### config.mk
export PLATFORM = sky130hd
export DESIGN_NAME = instr_encoder_loader
export DESIGN_NICKNAME = d
export VERILOG_FILES = /design/src/rtl/instr_encoder_loader.sv
export SDC_FILE = /design/constraint.sdc
export NUM_CORES = 1
export LEC_CHECK = 0
export CAP_MARGIN = 20
export CELL_PAD_IN_SITES_DETAIL_PLACEMENT = 1
export CELL_PAD_IN_SITES_GLOBAL_PLACEMENT = 2
export CORE_ASPECT_RATIO = 1.5
export CORE_UTILIZATION = 30
export CTS_CLUSTER_SIZE = 12
export DETAILED_ROUTE_END_ITERATION = 8
export GPL_TIMING_DRIVEN = 0
export PLACE_DENSITY_LB_ADDON = 0.1
export SLEW_MARGIN = 15
export SYNTH_ARGS = -nofsm -noshare
export SYNTH_HDL_FRONTEND = slang
export SYNTH_SLANG_ARGS = --single-unit
### constraint.sdc
create_clock -name clk -period 3.4 [get_ports clk]
set_input_delay 0.34 -clock clk [delete_from_list [all_inputs] [get_ports clk]]
set_output_delay 0.34 -clock clk [all_outputs]
set_load 0.02 [all_outputs]
### src/rtl/instr_encoder_loader.sv
// Packs symbolic instruction fields into 16-bit words and streams them into instruction memory,
// holding the CPU during the load and flagging malformed or excess instructions.
module instr_encoder_loader #(
  parameter logic [15:0] BASE_ADDR = 16'h0000,
  parameter int          DEPTH     = 256
) (
  input  logic        clk,
  input  logic        reset,
  input  logic        start,
  input  logic        in_valid,
  output logic        in_ready,
  input  logic [4:0]  in_op,
  input  logic [2:0]  in_rx,
  input  logic [2:0]  in_ry,
  input  logic [10:0] in_imm,
  input  logic        in_last,
  output logic [15:0] mem_addr,
  output logic [15:0] mem_wdata,
  output logic        mem_wr,
  input  logic        mem_ack,
  output logic        cpu_hold,
  output logic        done,
  output logic        err,
  output logic [1:0]  err_code,
  output logic [15:0] word_count
);

  localparam logic [15:0] DEPTH_W = 16'(DEPTH);

  typedef enum logic [2:0] {IDLE, LOAD, WRITE, DONE, ERROR} state_t;

  state_t      state;
  logic        last_q;
  logic [15:0] enc_word;
  logic        op_legal;
  logic        imm_bad;

  always_comb begin
    enc_word = 16'h0000;
    op_legal = 1'b0;
    imm_bad  = 1'b0;
    case (in_op)
      5'b00000, 5'b00001, 5'b00010, 5'b00011, 5'b00100,
      5'b00101, 5'b01000, 5'b01001, 5'b01010, 5'b01100: begin
        enc_word = {5'b00000, in_ry, in_rx, in_op};
        op_legal = 1'b1;
      end
      5'b10000, 5'b10001, 5'b10010, 5'b10011, 5'b10110: begin
        enc_word = {in_imm[7:0], in_rx, in_op};
        op_legal = 1'b1;
        // imm8 is signed: the unused upper bits must be a sign extension of bit 7
        imm_bad  = (in_imm[10:8] != {3{in_imm[7]}});
      end
      5'b11000, 5'b11001, 5'b11010, 5'b11100: begin
        enc_word = {in_imm, in_op};
        op_legal = 1'b1;
      end
      default: ;
    endcase
  end

  always_ff @(posedge clk) begin
    if (reset) begin
      state      <= IDLE;
      last_q     <= 1'b0;
      in_ready   <= 1'b0;
      mem_wr     <= 1'b0;
      mem_addr   <= BASE_ADDR;
      mem_wdata  <= 16'h0000;
      cpu_hold   <= 1'b0;
      done       <= 1'b0;
      err        <= 1'b0;
      err_code   <= 2'b00;
      word_count <= 16'h0000;
    end else begin
      case (state)
        IDLE, DONE, ERROR: begin
          if (start) begin
            state      <= LOAD;
            in_ready   <= 1'b1;
            cpu_hold   <= 1'b1;
            done       <= 1'b0;
            err        <= 1'b0;
            err_code   <= 2'b00;
            word_count <= 16'h0000;
            mem_addr   <= BASE_ADDR;
          end
        end
        LOAD: begin
          if (in_valid) begin
            in_ready <= 1'b0;
            if (word_count == DEPTH_W || !op_legal || imm_bad) begin
              state    <= ERROR;
              cpu_hold <= 1'b0;
              err      <= 1'b1;
              if (word_count == DEPTH_W) err_code <= 2'b11;
              else if (!op_legal)        err_code <= 2'b01;
              else                       err_code <= 2'b10;
            end else begin
              state     <= WRITE;
              mem_wdata <= enc_word;
              mem_wr    <= 1'b1;
              last_q    <= in_last;
            end
          end
        end
        WRITE: begin
          if (mem_ack) begin
            mem_wr     <= 1'b0;
            word_count <= word_count + 16'd1;
            mem_addr   <= mem_addr + 16'd2;
            if (last_q) begin
              state    <= DONE;
              done     <= 1'b1;
              cpu_hold <= 1'b0;
            end else begin
              state    <= LOAD;
              in_ready <= 1'b1;
            end
          end
        end
        default: state <= IDLE;
      endcase
    end
  end

endmodule

=== Yosys cells after proc, flatten, opt, wreduce, memory -nomap -nowiden ===
Index checks and enable logic that the tools add are counted.

* Register bits after elaboration: 59
* Output and inout bits: 55

* Bitwise gates (word level): 1
* $add $sub $neg: 2
* Reductions and logical operators: 22
* Multiplexer cells: 41
* Equal/unequal tests: 31

{| class="wikitable"
|+ Operators with widths
! kind !! count
|-
| $pmux W16 S2 || 2
|-
| $mux W16 || 3
|-
| $pmux W16 S3 || 1
|-
| $eq A5 B5 Y1 const B || 9
|-
| $eq A5 B4 Y1 const B || 4
|-
| $reduce_or A19 Y1 || 1
|-
| $mux W1 || 18
|-
| $add A16 B1 Y16 const B || 1
|-
| $add A16 B2 Y16 const B || 1
|-
| $eq A16 B9 Y1 const B || 1
|-
| $ne A2 B2 Y1 const B || 7
|-
| $mux W2 || 6
|-
| $mux W3 || 4
|-
| $reduce_and A4 Y1 || 3
|-
| $eq A5 B2 Y1 const B || 2
|-
| $eq A5 B3 Y1 const B || 2
|-
| $reduce_or A10 Y1 || 1
|-
| $pmux W3 S3 || 1
|-
| $reduce_and A3 Y1 || 3
|-
| $eq A3 B2 Y1 const B || 2
|-
| $pmux W1 S2 || 3
|-
| $pmux W1 S3 || 2
|-
| $reduce_and A6 Y1 || 1
|-
| $reduce_bool A2 Y1 || 3
|-
| other kinds (15) || 16
|}

=== Logic depth before layout (Yosys ltp) ===
* Depth after elaboration: 9
* Depth in mapped cells: 8

=== Worst setup path before layout ===
No wires, ideal clock.

* Path type: reg2reg
* Start point: reg word_count[0]
* End point: reg mem_wdata[14]
* Cell stages (with the launch flop): 9
* Data arrival time: 1877 ps
* Slack: 1444 ps
* Path through: dfxtp_1 > inv_1 > ha_1 > nor4b_1 > and4_1 > a211oi_2 > buf_4 > a21oi_1 > a211oi_2

* Longest elaborated chain between the ends: 5

{| class="wikitable"
|+ RTL lines
! element !! RTL line !! source
|-
| start: declaration || 25 || <nowiki>output logic [15:0] word_count</nowiki>
|-
| start signal: assignment || 110 || <nowiki>word_count <= word_count + 16'd1;</nowiki>
|-
| $eq A16 B9 Y1 || 92 || <nowiki>if (word_count == DEPTH_W || !op_legal || imm_bad) begin</nowiki>
|-
| $logic_or A1 B1 Y1 (2 in a row) || 92 ||
|-
| $not A1 Y1 (no source line) || -- ||
|-
| $reduce_and A3 Y1 (no source line) || -- ||
|-
| end signal: assignment || 101 || <nowiki>mem_wdata <= enc_word;</nowiki>
|-
| end: declaration || 18 || <nowiki>output logic [15:0] mem_wdata,</nowiki>
|}

Every way passes these cells.
A chain may end at the register's enable or synchronous reset.

=== Final worst setup path ===
* Start point: in start
* End point: reg mem_addr[7]

* Longest elaborated chain between the ends: 2

{| class="wikitable"
|+ RTL lines
! element !! RTL line !! source
|-
| start: declaration || 9 || <nowiki>input logic start,</nowiki>
|-
| $ne A2 B2 Y1 (no source line) || -- ||
|-
| $reduce_and A3 Y1 (no source line) || -- ||
|-
| end signal: assignment || 111 || <nowiki>mem_addr <= mem_addr + 16'd2;</nowiki>
|-
| end: declaration || 17 || <nowiki>output logic [15:0] mem_addr,</nowiki>
|}

Every way passes these cells.

==> flow_metrics.env <==
export IMPL_synth_top_cell_by_area="dfxtp_1"
export IMPL_r2r_end="mem_addr[7]"
export IMPL_post_place_ws_ns=0.632
export IMPL_maxSlewViolCount=0
export IMPL_fillers=1134
export IMPL_drcViolationCount=0
export IMPL_fin_util_pct=43.4
export IMPL_cap_violations=0
export IMPL_slew_headroom_pct=51.2
export IMPL_ir_worst_vdd_mv=0.270
export IMPL_coreArea_um2=9630
export IMPL_synth_fp_nets=382
export IMPL_cp_arrival_ns=2.64
export IMPL_clk_pin_slew_ns=0.05
export IMPL_htreeDepth=3
export IMPL_grt_usage_pct=19.2
export IMPL_die_h_um=124
export IMPL_yosys_top_cells_area="dfxtp_1 (39%), a21oi_1 (6.6%), xor2_1 (4.4%)"
export IMPL_synth_cell_type_count=59
export IMPL_area_delta_synth_final_pct=41.6
export IMPL_cts_setup_buffers=0
export IMPL_crit_required_ns=3.59
export IMPL_placement_rows=44
export IMPL_crit_end="mem_addr[7]"
export IMPL_cts_tree="done"
export IMPL_first_pass_iters=4
export IMPL_leakage_nw=1.41
export IMPL_dp_cells=544
export IMPL_vias=3013
export IMPL_rsz0062_at_grt="false"
export IMPL_via_per_inst=5.38
export IMPL_synth_edf_count=0
export IMPL_grt_pass1_vias=3093
export IMPL_total_power_mw=2.01
export IMPL_postRouteAntennaNets=0
export IMPL_outcome="complete, no violations"
export IMPL_cts_root_buf="clkbuf_16"
export IMPL_tns_ns=0
export IMPL_die_width_um=83.0
export IMPL_multi_input_area_um2=1650
export IMPL_gp_congestion=0.756
export IMPL_insertedDiodeCount=0
export IMPL_worst_slew_pin_slew_ns=0.725
export IMPL_initial_core_util_pct=30.6
export IMPL_end_kind="register"
export IMPL_crit_type="primary input to register"
export IMPL_r2r_start="state[1]"
export IMPL_cts_sinks=58
export IMPL_r2r_cells=7
export IMPL_die_area_um2=10300
export IMPL_hold_viol_final=0
export IMPL_crit_fanout=10
export IMPL_layout_min_cycle_time_ns=2.45
export IMPL_io_buffers=78
export IMPL_pin_count=83
export IMPL_async_reset_ff_share_pct=0
export IMPL_synth_main_ff_cell="dfxtp_1"
export IMPL_setup_viol=0
export IMPL_yosysWarningCount=0
export IMPL_gr_total_overflow=0
export IMPL_totalWireLength_um=9510
export IMPL_synth_most_common_cell="dfxtp_1"
export IMPL_synth_seq_cells=58
export IMPL_drt_iter0_markers=90
export IMPL_nets=471
export IMPL_stdcell_count=560
export IMPL_syn_area_um2=2950
export IMPL_cp_startpoint="start"
export IMPL_power_density_nw_per_um2=480
export IMPL_fmax_mhz=408
export IMPL_insertion_delay_ns=0.32
export IMPL_netlist_instances=351
export IMPL_hpwl_um=7250
export IMPL_ys_seq_area_share_pct=39.3
export IMPL_synth_commonest_cells="dfxtp_1 (58), a21oi_1 (39), nor2_1 (27), o21ai_0 (21), nand2_1 (16)"
export IMPL_antenna_found_initial=0
export IMPL_ctsResizeCount=0
export IMPL_avgSynthCellArea_um2=8.41
export IMPL_hold_buffers=0
export IMPL_reg2reg_slack_ns=1.14
export IMPL_synth_top_area_share_pct=39.3
export IMPL_drive_gt1_share_pct=6.74
export IMPL_cts_buffers=9
export IMPL_setup_slack_ns=0.947
export IMPL_timing_final_crit_share_pct=72.1
export IMPL_register_area_um2=1160
export IMPL_avgRoutedWirePerCell_um=17.0
export IMPL_setup_worst_path_start_class="primary input"
export IMPL_fin_skew_ns=0.00656
export IMPL_grt_max_degree=11
export IMPL_clock_path_buffers=2
export IMPL_grt_pass1_wl_um=15500
export IMPL_hold_path_class="primary input to register"
-- final cells by class --
cell class	instances	share of cell area [%]
clock buffer	15	7.12
inverter	10	0.898
buffer	22	2.45
multi-input combinational	261	39.5
clock inverter	1	0.120
timing repair buffer	78	18.7
tap	115	3.44
sequential	58	27.8
-- critical path: stages --
cell	delay [ns]
clkdlybuf4s50_1	0.61
nand2b_1	0.14
a21oi_1	0.29
clkbuf_1	0.41
clkbuf_1	0.44
o21ai_0	0.20
xor2_1	0.17
nor2_1	0.05
-- how the worst min path moves through the flow --
| stage | cells past startpoint | end | slack [ns] | start |
|---|---|---|---|---|
| detailed placement | 2 | err | 0.45 | err |
| floorplan | 2 | state[1] | 0.47 | last_q |
| global route | 3 | mem_wdata[3] | 0.36 | in_op[3] |
| finish | 3 | mem_wdata[3] | 0.34 | in_op[3] |
| CTS | 3 | mem_wdata[3] | 0.33 | in_op[3] |
| global placement | 2 | err | 0.44 | err |
-- routing by layer --
layer	wire (um)	part of all wire [%]	up-vias	global-route usage (%)
met5	0	0	-	0
met4	166	1.7	0	7.22
met3	341	3.6	10	4.14
met2	5250	55	61	37.6
met1	3750	39	1453	19.9
li1	-	-	1489	-
-- state kept, by name (all words and copies together), names as in the netlist --
signal / count
mem_wdata: 16
word_count: 16
mem_addr: 15
state: 3
err_code: 2
cpu_hold: 1
done: 1
err: 1
in_ready: 1
last_q: 1
mem_wr: 1
-- layout by cell type, fill, tap and decap left out, drive strengths merged, types with 4 or more instances in the layout --
cell           count
clkdlybuf4s50     78
dfxtp             58
a21oi             39
clkbuf            29
nor2              28
o21ai             23
nand2             16
xor2              15
a211oi            11
inv               10
nor3              10
or3               10
nand3              9
o211ai             9
buf                8
nand2b             7
a22oi              6
and4               5
a2111oi            5
nor2b              4
nand4              4
and3               4
o2111ai            4
-- power breakdown --
group | internal, mW | switching (mW)
clock network | 0.591 | 0.296
registers | 0.712 | 0.0296
logic | 0.157 | 0.222
-- kinds of logic (layout without fill, tap and decap cells) --
group,count (synthesis),after routing,share of synthesized area [%]
AOI/OAI and AO/OA,121,121,26.9
and+or+nand+nor,114,114,20.8
DFF,58,58,39.3
buffers and inverters,32,126,4.75
xor gates and xnor gates,18,18,5.34
adders and majority gates,4,4,1.61
muxes,3,3,1.19
other,1,1,0.127
-- metrics by stage --
stage	area, um2	hold slack [ns]
5_1_grt	4180	0.356
3_5_place_dp	3880	0.452
6_report	4180	0.338
3_3_place_gp	3880	0.443
4_1_cts	4180	0.331
2_1_floorplan	2950	0.473
(Power assumes the default switching activity.)
